$ cat config.mk
export PLATFORM = sky130hd
export DESIGN_NAME = gmux_quad_sequencer
export DESIGN_NICKNAME = d
export VERILOG_FILES = /design/src/rtl/gmux_seq_pkg.sv /design/src/rtl/gmux_seq_pick.sv /design/src/rtl/gmux_quad_sequencer.sv
export SDC_FILE = /design/constraint.sdc
export NUM_CORES = 1
export LEC_CHECK = 0
export CORE_ASPECT_RATIO = 0.9
export CORE_MARGIN = 5
export CORE_UTILIZATION = 48
export CTS_CLUSTER_SIZE = 28
export DETAILED_ROUTE_END_ITERATION = 6
export GPL_ROUTABILITY_DRIVEN = 1
export GPL_TIMING_DRIVEN = 0
export HOLD_SLACK_MARGIN = 0.12
export PLACE_DENSITY = 0.73
export SLEW_MARGIN = 40
export SYNTH_ARGS = -nofsm -noshare
export SYNTH_HDL_FRONTEND = slang
export SYNTH_SLANG_ARGS = --single-unit
$ cat constraint.sdc
create_clock -name CLK -period 1.8 [get_ports CLK]
set_input_delay 0.27 -clock CLK [delete_from_list [all_inputs] [get_ports CLK]]
set_output_delay 0.27 -clock CLK [all_outputs]
set_load 0.05 [all_outputs]
$ cat src/rtl/gmux_seq_pkg.sv
// Shared types and constants for the AP3 global clock mux quadrant sequencer.
package gmux_seq_pkg;
   typedef enum logic [2:0] {
      ST_IDLE,
      ST_DRAIN,
      ST_SWITCH,
      ST_APPLY,
      ST_ENABLE
   } seq_state_t;

   localparam int Q_TL = 0;
   localparam int Q_TR = 1;
   localparam int Q_BL = 2;
   localparam int Q_BR = 3;

   localparam logic SSEL_GCLKIN = 1'b0;
   localparam logic SSEL_GHSCK  = 1'b1;

   localparam int CNT_W = 8;
endpackage

$ cat src/rtl/gmux_seq_pick.sv
// Lowest-set-bit picker over the pending quadrant mask (TL has priority).
module gmux_seq_pick (
   input  logic [3:0] mask,
   output logic [3:0] pick,
   output logic       empty
);
   // Two's-complement isolate of the lowest set bit.
   assign pick  = mask & (~mask + 4'd1);
   assign empty = (mask == 4'd0);
endmodule

$ cat src/rtl/gmux_quad_sequencer.sv
// Glitch-safe source/quadrant sequencer in front of the AP3 global clock mux.
// Build option: GMUX_QUAD_SEQUENCER_STAGGER_EN staggers quadrant SEN rises.
//
// state     | meaning
// ST_IDLE   | ready for a request; outputs hold last applied config
// ST_DRAIN  | SEN forced low, waiting before SSEL may change
// ST_SWITCH | SSEL changed, waiting for the mux source to settle
// ST_APPLY  | same-source path: one cycle before DEN/DYNEN/VLP update
// ST_ENABLE | raising pending SEN bits, then DONE
module gmux_quad_sequencer #(
   parameter int DRAIN_CYC   = 4,
   parameter int SETTLE_CYC  = 2,
   parameter int STAGGER_CYC = 3
) (
   input  logic       CLK,
   input  logic       RST,
   input  logic       CFG_VALID,
   output logic       CFG_READY,
   input  logic       CFG_SSEL,
   input  logic [3:0] CFG_QEN,
   input  logic [3:0] CFG_DYN,
   output logic       SSEL,
   output logic [3:0] DEN,
   output logic [3:0] DYNEN,
   output logic [3:0] SEN,
   output logic [3:0] VLP,
   output logic       DONE
);
   import gmux_seq_pkg::*;

`ifdef GMUX_QUAD_SEQUENCER_STAGGER_EN
   localparam bit STAGGER_ON = 1'b1;
`else
   localparam bit STAGGER_ON = 1'b0;
`endif

   localparam logic [CNT_W-1:0] DRAIN_LD  = CNT_W'(DRAIN_CYC - 1);
   localparam logic [CNT_W-1:0] SETTLE_LD = CNT_W'(SETTLE_CYC - 1);
   localparam logic [CNT_W-1:0] STAG_LD   = STAGGER_ON ? CNT_W'(STAGGER_CYC - 1) : '0;

   seq_state_t       state, state_n;
   logic [CNT_W-1:0] cnt, cnt_n;
   logic             req_ssel, req_ssel_n;
   logic [3:0]       req_qen, req_qen_n, req_dyn, req_dyn_n;
   logic [3:0]       pend, pend_n;
   logic             ssel_n, ready_n, done_n;
   logic [3:0]       den_n, dynen_n, sen_n, vlp_n;
   logic [3:0]       pick, rise;
   logic             pend_empty;
   logic             apply_now;

   gmux_seq_pick u_pick (
      .mask  (pend),
      .pick  (pick),
      .empty (pend_empty)
   );

   // Without staggering every pending quadrant rises in the same cycle.
   assign rise = STAGGER_ON ? pick : pend;

   always_ff @(posedge CLK or posedge RST) begin
      if (RST) begin
         state     <= ST_IDLE;
         cnt       <= '0;
         req_ssel  <= SSEL_GCLKIN;
         req_qen   <= 4'h0;
         req_dyn   <= 4'h0;
         pend      <= 4'h0;
         SSEL      <= SSEL_GCLKIN;
         DEN       <= 4'h0;
         DYNEN     <= 4'h0;
         SEN       <= 4'h0;
         VLP       <= 4'hF;
         DONE      <= 1'b0;
         CFG_READY <= 1'b0;
      end else begin
         state     <= state_n;
         cnt       <= cnt_n;
         req_ssel  <= req_ssel_n;
         req_qen   <= req_qen_n;
         req_dyn   <= req_dyn_n;
         pend      <= pend_n;
         SSEL      <= ssel_n;
         DEN       <= den_n;
         DYNEN     <= dynen_n;
         SEN       <= sen_n;
         VLP       <= vlp_n;
         DONE      <= done_n;
         CFG_READY <= ready_n;
      end
   end

   always_comb begin
      state_n    = state;
      cnt_n      = cnt;
      req_ssel_n = req_ssel;
      req_qen_n  = req_qen;
      req_dyn_n  = req_dyn;
      pend_n     = pend;
      ssel_n     = SSEL;
      den_n      = DEN;
      dynen_n    = DYNEN;
      sen_n      = SEN;
      vlp_n      = VLP;
      done_n     = 1'b0;
      ready_n    = CFG_READY;
      apply_now  = 1'b0;

      case (state)
         ST_IDLE: begin
            ready_n = 1'b1;
            if (CFG_VALID && CFG_READY) begin
               ready_n    = 1'b0;
               req_ssel_n = CFG_SSEL;
               req_qen_n  = CFG_QEN;
               req_dyn_n  = CFG_DYN;
               if (CFG_SSEL != SSEL) begin
                  sen_n   = 4'h0;
                  cnt_n   = DRAIN_LD;
                  state_n = ST_DRAIN;
               end else begin
                  sen_n   = SEN & CFG_QEN;
                  state_n = ST_APPLY;
               end
            end
         end
         ST_DRAIN: begin
            if (cnt == '0) begin
               ssel_n  = req_ssel;
               cnt_n   = SETTLE_LD;
               state_n = ST_SWITCH;
            end else begin
               cnt_n = cnt - CNT_W'(1);
            end
         end
         ST_SWITCH: begin
            if (cnt == '0) apply_now = 1'b1;
            else           cnt_n = cnt - CNT_W'(1);
         end
         ST_APPLY: apply_now = 1'b1;
         ST_ENABLE: begin
            if (pend_empty) begin
               done_n  = 1'b1;
               ready_n = 1'b1;
               state_n = ST_IDLE;
            end else if (cnt == '0) begin
               sen_n  = SEN | rise;
               pend_n = pend & ~rise;
               cnt_n  = STAG_LD;
            end else begin
               cnt_n = cnt - CNT_W'(1);
            end
         end
         default: state_n = ST_IDLE;
      endcase

      // Pending set uses the SEN value already gated at the accepting edge.
      if (apply_now) begin
         den_n   = req_qen;
         dynen_n = req_qen & req_dyn;
         vlp_n   = ~req_qen;
         pend_n  = req_qen & ~SEN;
         cnt_n   = '0;
         state_n = ST_ENABLE;
      end
   end
endmodule

---- Word level (Yosys, flattened, before mapping) ----
Cells that the tools add are included.
cells by class
  divide/modulo/power cells ............... 0
  add/subtract/negate cells ............... 1
  muxes and demuxes ....................... 30
  multiply operators ...................... 0
  reduce and logical (&&, ||, !) cells .... 16
  $lt $le $gt $ge ......................... 0
  shift-type cells ........................ 0
  equality and inequality tests ........... 17
  bitwise logic cells ..................... 8
operators with widths
  operator                                          number
  two-way mux 8 bit                                 7
  two-way mux 4 bit                                 8
  one-hot mux 8 bit (4 select lines)                1
  != test 3 bit, second input constant              6
  bitwise AND 4 bit                                 4
  two-way mux 3 bit                                 4
  inverter 4 bit                                    3
  one-hot mux 3 bit (4 select lines)                1
  zero test 8 bit                                   1
  != test 2 bit, second input constant              4
  one-hot mux 4 bit (2 select lines)                1
  AND reduction 4 bit                               2
  subtractor 8 x 1 -> 8 bit, second input constant  1
  == test 3 x 2 -> 1 bit, second input constant     2
  AND reduction 2 bit                               3
  nonzero test 2 bit                                3
  two-way mux 1 bit                                 5
  AND reduction 5 bit                               1
  nonzero test 5 bit                                1
  zero test 4 bit                                   1
  != test 2 x 1 -> 1 bit, second input constant     2
  OR 4 bit                                          1
  one-hot mux 1 bit (2 select lines)                2
  == test 3 x 1 -> 1 bit, second input constant     1
  other kinds (7)                                   7
storage, ports and cells
  RAM bits ................................ 0
  bits in registers ....................... 43
  memories ................................ 0
  bits in latches ......................... 0
  ROM bits ................................ 0
  logic and storage cells ................. 85

---- Longest topological paths before layout ----
  depth in word-level cells ............... 6
  depth in mapped cells ................... 8
  mapped depth without buffers ............ 6

---- Cells and area by module ----
Synthesis repeated with hierarchy kept, for this count alone.
unflattened totals
  cells, all modules ...................... 189
  area total of the unflattened synthesis .. 2,118.3 um^2
modules (own cells, without submodules)
  module               cells each  area an instance (um^2)  times used
  gmux_quad_sequencer  184         2,069.5                  1
  gmux_seq_pick        5           48.8                     1

---- Worst setup path after synthesis ----
Ideal clock, no wire load.
  path kind ............................... flip-flop to flip-flop
  start ................................... reg cnt[0]
  end ..................................... reg cnt[6]
  setup time .............................. 0.092 ns
  stages on the path, launching flop included .. 9
  setup slack ............................. -0.056 ns
  arrival time ............................ 1.764 ns
  buffers on the path ..................... 2
  cell sequence ........................... dfrtp_1 -> inv_1 -> ha_1 -> and3_1 -> buf_6 -> a211o_4 -> or2_1 -> buf_6 -> o31ai_2
between the ends
  longest elaborated chain between the ends .. 5
  elaborated cells between the ends (all ways) .. 16
  those cells by class .................... add/sub: 1; eq/ne: 4; mux: 8; reduce/logical: 3
RTL lines
  what                                                                            line                                                    text
  start: declaration                                                              gmux_quad_sequencer.sv:42                               logic [CNT_W-1:0] cnt, cnt_n;
  start signal: assignment                                                        gmux_quad_sequencer.sv:78                               cnt <= cnt_n;
  subtractor 8 x 1 -> 8 bit / zero test 8 bit (equally long branches)             --
  two-way mux 8 bit / two-way mux 1 bit (equally long branches)                   gmux_quad_sequencer.sv:146, gmux_quad_sequencer.sv:137
  two-way mux 8 bit / one-hot mux 1 bit (2 select lines) (equally long branches)  gmux_quad_sequencer.sv:142, gmux_quad_sequencer.sv:109
  one-hot mux 8 bit (4 select lines) (tied with other cells)                      gmux_quad_sequencer.sv:109                              case (state)
  two-way mux 8 bit / AND reduction 5 bit (equally long branches)                 --
Several ways; a longest one is shown, not always the timed one. The select of a mux whose other input is x is not followed.
A chain may end at the register's enable or synchronous reset.

---- Worst setup path in the final report ----
  start ................................... reg cnt[3]
  end ..................................... reg cnt[7]
The elaborated chain is that of the path after synthesis.

==> summary.md <==
| Metric | Value |
|---|---|
| Worst path required time | `1980 ps` |
| Setup TNS | `-32.9 ps` |
| Setup crit end kind | `flop` |
| Peak supply drop | `1010 uV` |
| Avg Synthesized Cell Area | `10.6 um2` |
| Sequential Power Share | `32.2%` |
| Vias per cell | `5.72` |
| Crit-path max FO | `2` |
| Max-capacitance violation count | `0` |
| Clock Sinks | `43` |
| Hold-fix buffers, CTS | `0` |
| Port bufs | `30` |
| Crit path DAT | `2010 ps` |
| Failing checks | `setup timing` |
| Die Wd | `79.0 um` |
| GRT busiest layer | `met2` |
| Area Growth Syn to Fin | `33.7%` |
| DRT Pass-1 Iters | `4` |
| Min Tclk post-route | `1830 ps` |
| Worst min path class | `in -> async` |
| Slew @ Worst Pin | `518 ps` |
| Design Area, Final | `2750 um2` |
| Post-synthesis cell area | `2060 um2` |
| Mapped Cells | `approximately 200` |
| Hpwl dp | `2980 um` |
| Cell family with most CP delay | `simple AND/OR/NAND/NOR gates` |
| Cell leakage power | `1.24 nW` |
| Final Util | `67.1%` |
| Synth Warn # | `0` |
| Core Area | `4100 um2` |
| DRC viols | `0` |
| FF+latch count, synth | `43` |
| Die area | `5700 um2` |
| Final Worst Setup Slack | `-32.9 ps` |
| Worst path max stage delay | `550 ps` |
| Met1 Use GR | `26.4%` |
| H-tree Lvls | `2` |
| CTS tree | `built` |
| Largest net degree at the start of global routing | `44` |
| Tot Pwr | `5.29 mW` |
| Fin crit share | `102%` |
| Final hold violations | `0` |
| Initial core utilization | `50.2%` |
| First-pass GRT wire length | `8090 um` |
| Clock network power share | `11.4%` |
| Clk_lat worst skew | `a little under 300 ps` |
| Post-place setup slack | `-386 ps` |
| Routability Congestion | `0.889` |
| CTS root buf | `clkbuf_8` |
| Met3 Use GR | `4.59%` |
| Total CTS buffers | `5` |
| # fillers | `between 300 and 400` |
| Final nets | `about 260` |
| Slew Limit Fails | `0` |
| CP max-delay cell | `or4_4` |
| Final wirelength | `4810 um` |
| Vias in the first global route | `1672` |
| Crit start category | `flop` |
| Met2 Use GR | `27.1%` |
| Switching share of power | `44.0%` |
| Setup-failing EPs final | `1` |
| Share of cells above drive strength 1 | `32.2%` |
| RSZ-0062 raised after global routing | `true` |
| Antenna violations before repair | `0` |
| Logic pwr share | `56.5%` |
| Rows | `22` |
| Power Density | `1920 nW/um2` |
| Drt initial violations | `81` |
| CTS clock-pin slew for the worst setup and hold paths | `around 80 ps` |
| Routed len/inst | `roughly 16 um` |
| Worst path bufs/invs | `0` |
| Most used cell, CP | `or4_4` |
| IO Pins | `31` |
| GR Overflow Total | `0` |
| CP Class | `reg -> reg` |
| Distinct cells, synth | `between 40 and 50` |
| Slew Limit Headroom | `65.4%` |
| Max clock buf depth | `2` |
| Net switching power | `2.33 mW` |
| Sequential-to-total area share from yosys stat | `52.5%` |
| Final ANT Viol Nets | `0` |
| Max Clock Freq | `about 0.55 GHz` |
| Worst clock skew | `3.51 ps` |
| Die Ht | `just over 70 um` |
| Status | `finished, violations left` |
| Area after DPL | `2440 um2` |
| Crit-path cells | `or4_4, or4_4, nand2_2, a2bb2oi_2, o31ai_2` |
| Via count | `between 1500 and 2000` |
| Int Power | `2.96 mW` |
| # diodes | `0` |
| GRT Total Usage | `between 10% and 20%` |
| Net Count, Synth | `209` |
## path summary, 6_finish.rpt
| kind | from | endpoint | cells past startpoint | slack [ps] |
|---|---|---|---|---|
| setup reg to reg | cnt[3] | cnt[7] | 5 | -30 |
| setup / recovery | cnt[3] | cnt[7] | 5 | -30 |
| hold / removal | RST | cnt[1] | 2 | 390 |
| hold reg to reg | VLP[3] | VLP[3] | 2 | 480 |
| min in group CLK | VLP[3] | VLP[3] | 2 | 480 |
| max in group asynchronous | RST | cnt[4] | 2 | 1040 |
## cell families (layout without fill, tap and decap cells)
logic type	count (synthesis)	count (layout)	share of synthesized area [%]
and+or+nand+nor	63	63	15.2
AOI/OAI and AO/OA	59	59	19.4
DFF	43	43	52.5
muxes	14	14	7.66
buffers and inverters	13	63	3.59
adders and majority gates	2	2	1.22
xor gates and xnor gates	1	1	0.426
## state kept, by name, summed over array words and instances, names as in the netlist
name	count
req_ssel	1
VLP	4
CFG_READY	1
req_qen	4
SEN	4
SSEL	1
DYNEN	4
state	3
cnt	8
pend	4
req_dyn	4
DONE	1
DEN	4
## synth_stat cells (all sizes together)
master / number / area share (%)
nor4: 2 / 0.91
dfrtp: 39 / 47
ha: 2 / 1.2
or4: 3 / 1.3
a2bb2oi: 2 / 0.85
a2111oi: 1 / 0.43
nand3: 6 / 1.5
or3: 3 / 0.91
a21oi: 14 / 3.4
o2bb2ai: 3 / 1.3
nor3b: 1 / 0.36
dfstp: 4 / 5.1
o21a: 1 / 0.36
mux2: 14 / 7.7
a22oi: 1 / 0.61
o21bai: 3 / 1.1
xnor2: 1 / 0.43
buf: 5 / 2.1
o22ai: 2 / 0.61
and3: 1 / 0.30
o21ai: 21 / 5.1
a21bo: 4 / 1.9
or2: 2 / 0.61
a221oi: 1 / 0.43
clkbuf: 5 / 0.91
o221ai: 1 / 0.43
nand2: 28 / 5.1
a311oi: 1 / 0.43
o31ai: 3 / 1.6
nand2b: 5 / 1.5
nor2: 8 / 1.5
a211o: 1 / 0.85
nor3: 3 / 0.97
inv: 3 / 0.55
nor2b: 1 / 0.30
## metal layers
layer / share of wire, % / up-vias
met5: 0 / -
met4: 0.94 / 0
met3: 7.1 / 7
met2: 45 / 52
met1: 47 / 820
li1: - / 798
## power groups by stage
stage / sequential [mW] / clock (mW) / combinational [mW]
finish: 1.70 / 0.602 / 2.99
global placement: 1.69 / 0 / 2.51
detailed placement: 1.71 / 0 / 2.55
CTS: 1.69 / 0.611 / 2.82
floorplan: 2.13 / 0 / 1.44
global route: 1.78 / 0.662 / 3.23
## per-stage QoR
step	cells	hold WS [ps]
3_3_place_gp	273	463
3_5_place_dp	273	473
2_1_floorplan	195	422
4_1_cts	292	412
5_1_grt	293	435
6_report	293	386
## cell usage in the layout, fill, tap and decap left out, drive strengths merged, types with 4 or more instances in the layout
master / count
a21bo: 4
a21oi: 14
buf: 16
clkbuf: 11
clkdlybuf4s50: 19
dfrtp: 39
dfstp: 4
dlygate4sd2: 5
dlymetal6s2s: 6
mux2: 14
nand2: 28
nand2b: 5
nand3: 6
nor2: 8
o21ai: 21
## layout make-up
| cell class | instances | area, um2 | share of cell area [%] |
|---|---|---|---|
| Timing Repair Buffer | 44 | 447 | 16.2 |
| Buffer | 8 | 53.8 | 1.95 |
| Inverter | 3 | 13.8 | 0.500 |
| Clock buffer | 6 | 72.6 | 2.64 |
| Multi-Input combinational cell | 139 | 1010 | 36.6 |
| Clock inverter | 2 | 12.5 | 0.455 |
| Sequential cell | 43 | 1080 | 39.4 |
| Tap cell | 48 | 60.1 | 2.18 |
## repair_timing
item                       CTS  global route
buffers inserted            11             2
pin swaps                    9            11
cloned                       1             0
gates resized for setup     19            26
setup endpoints to repair   42            34
hold endpoints to repair     0             0
(Power assumes the default switching activity.)
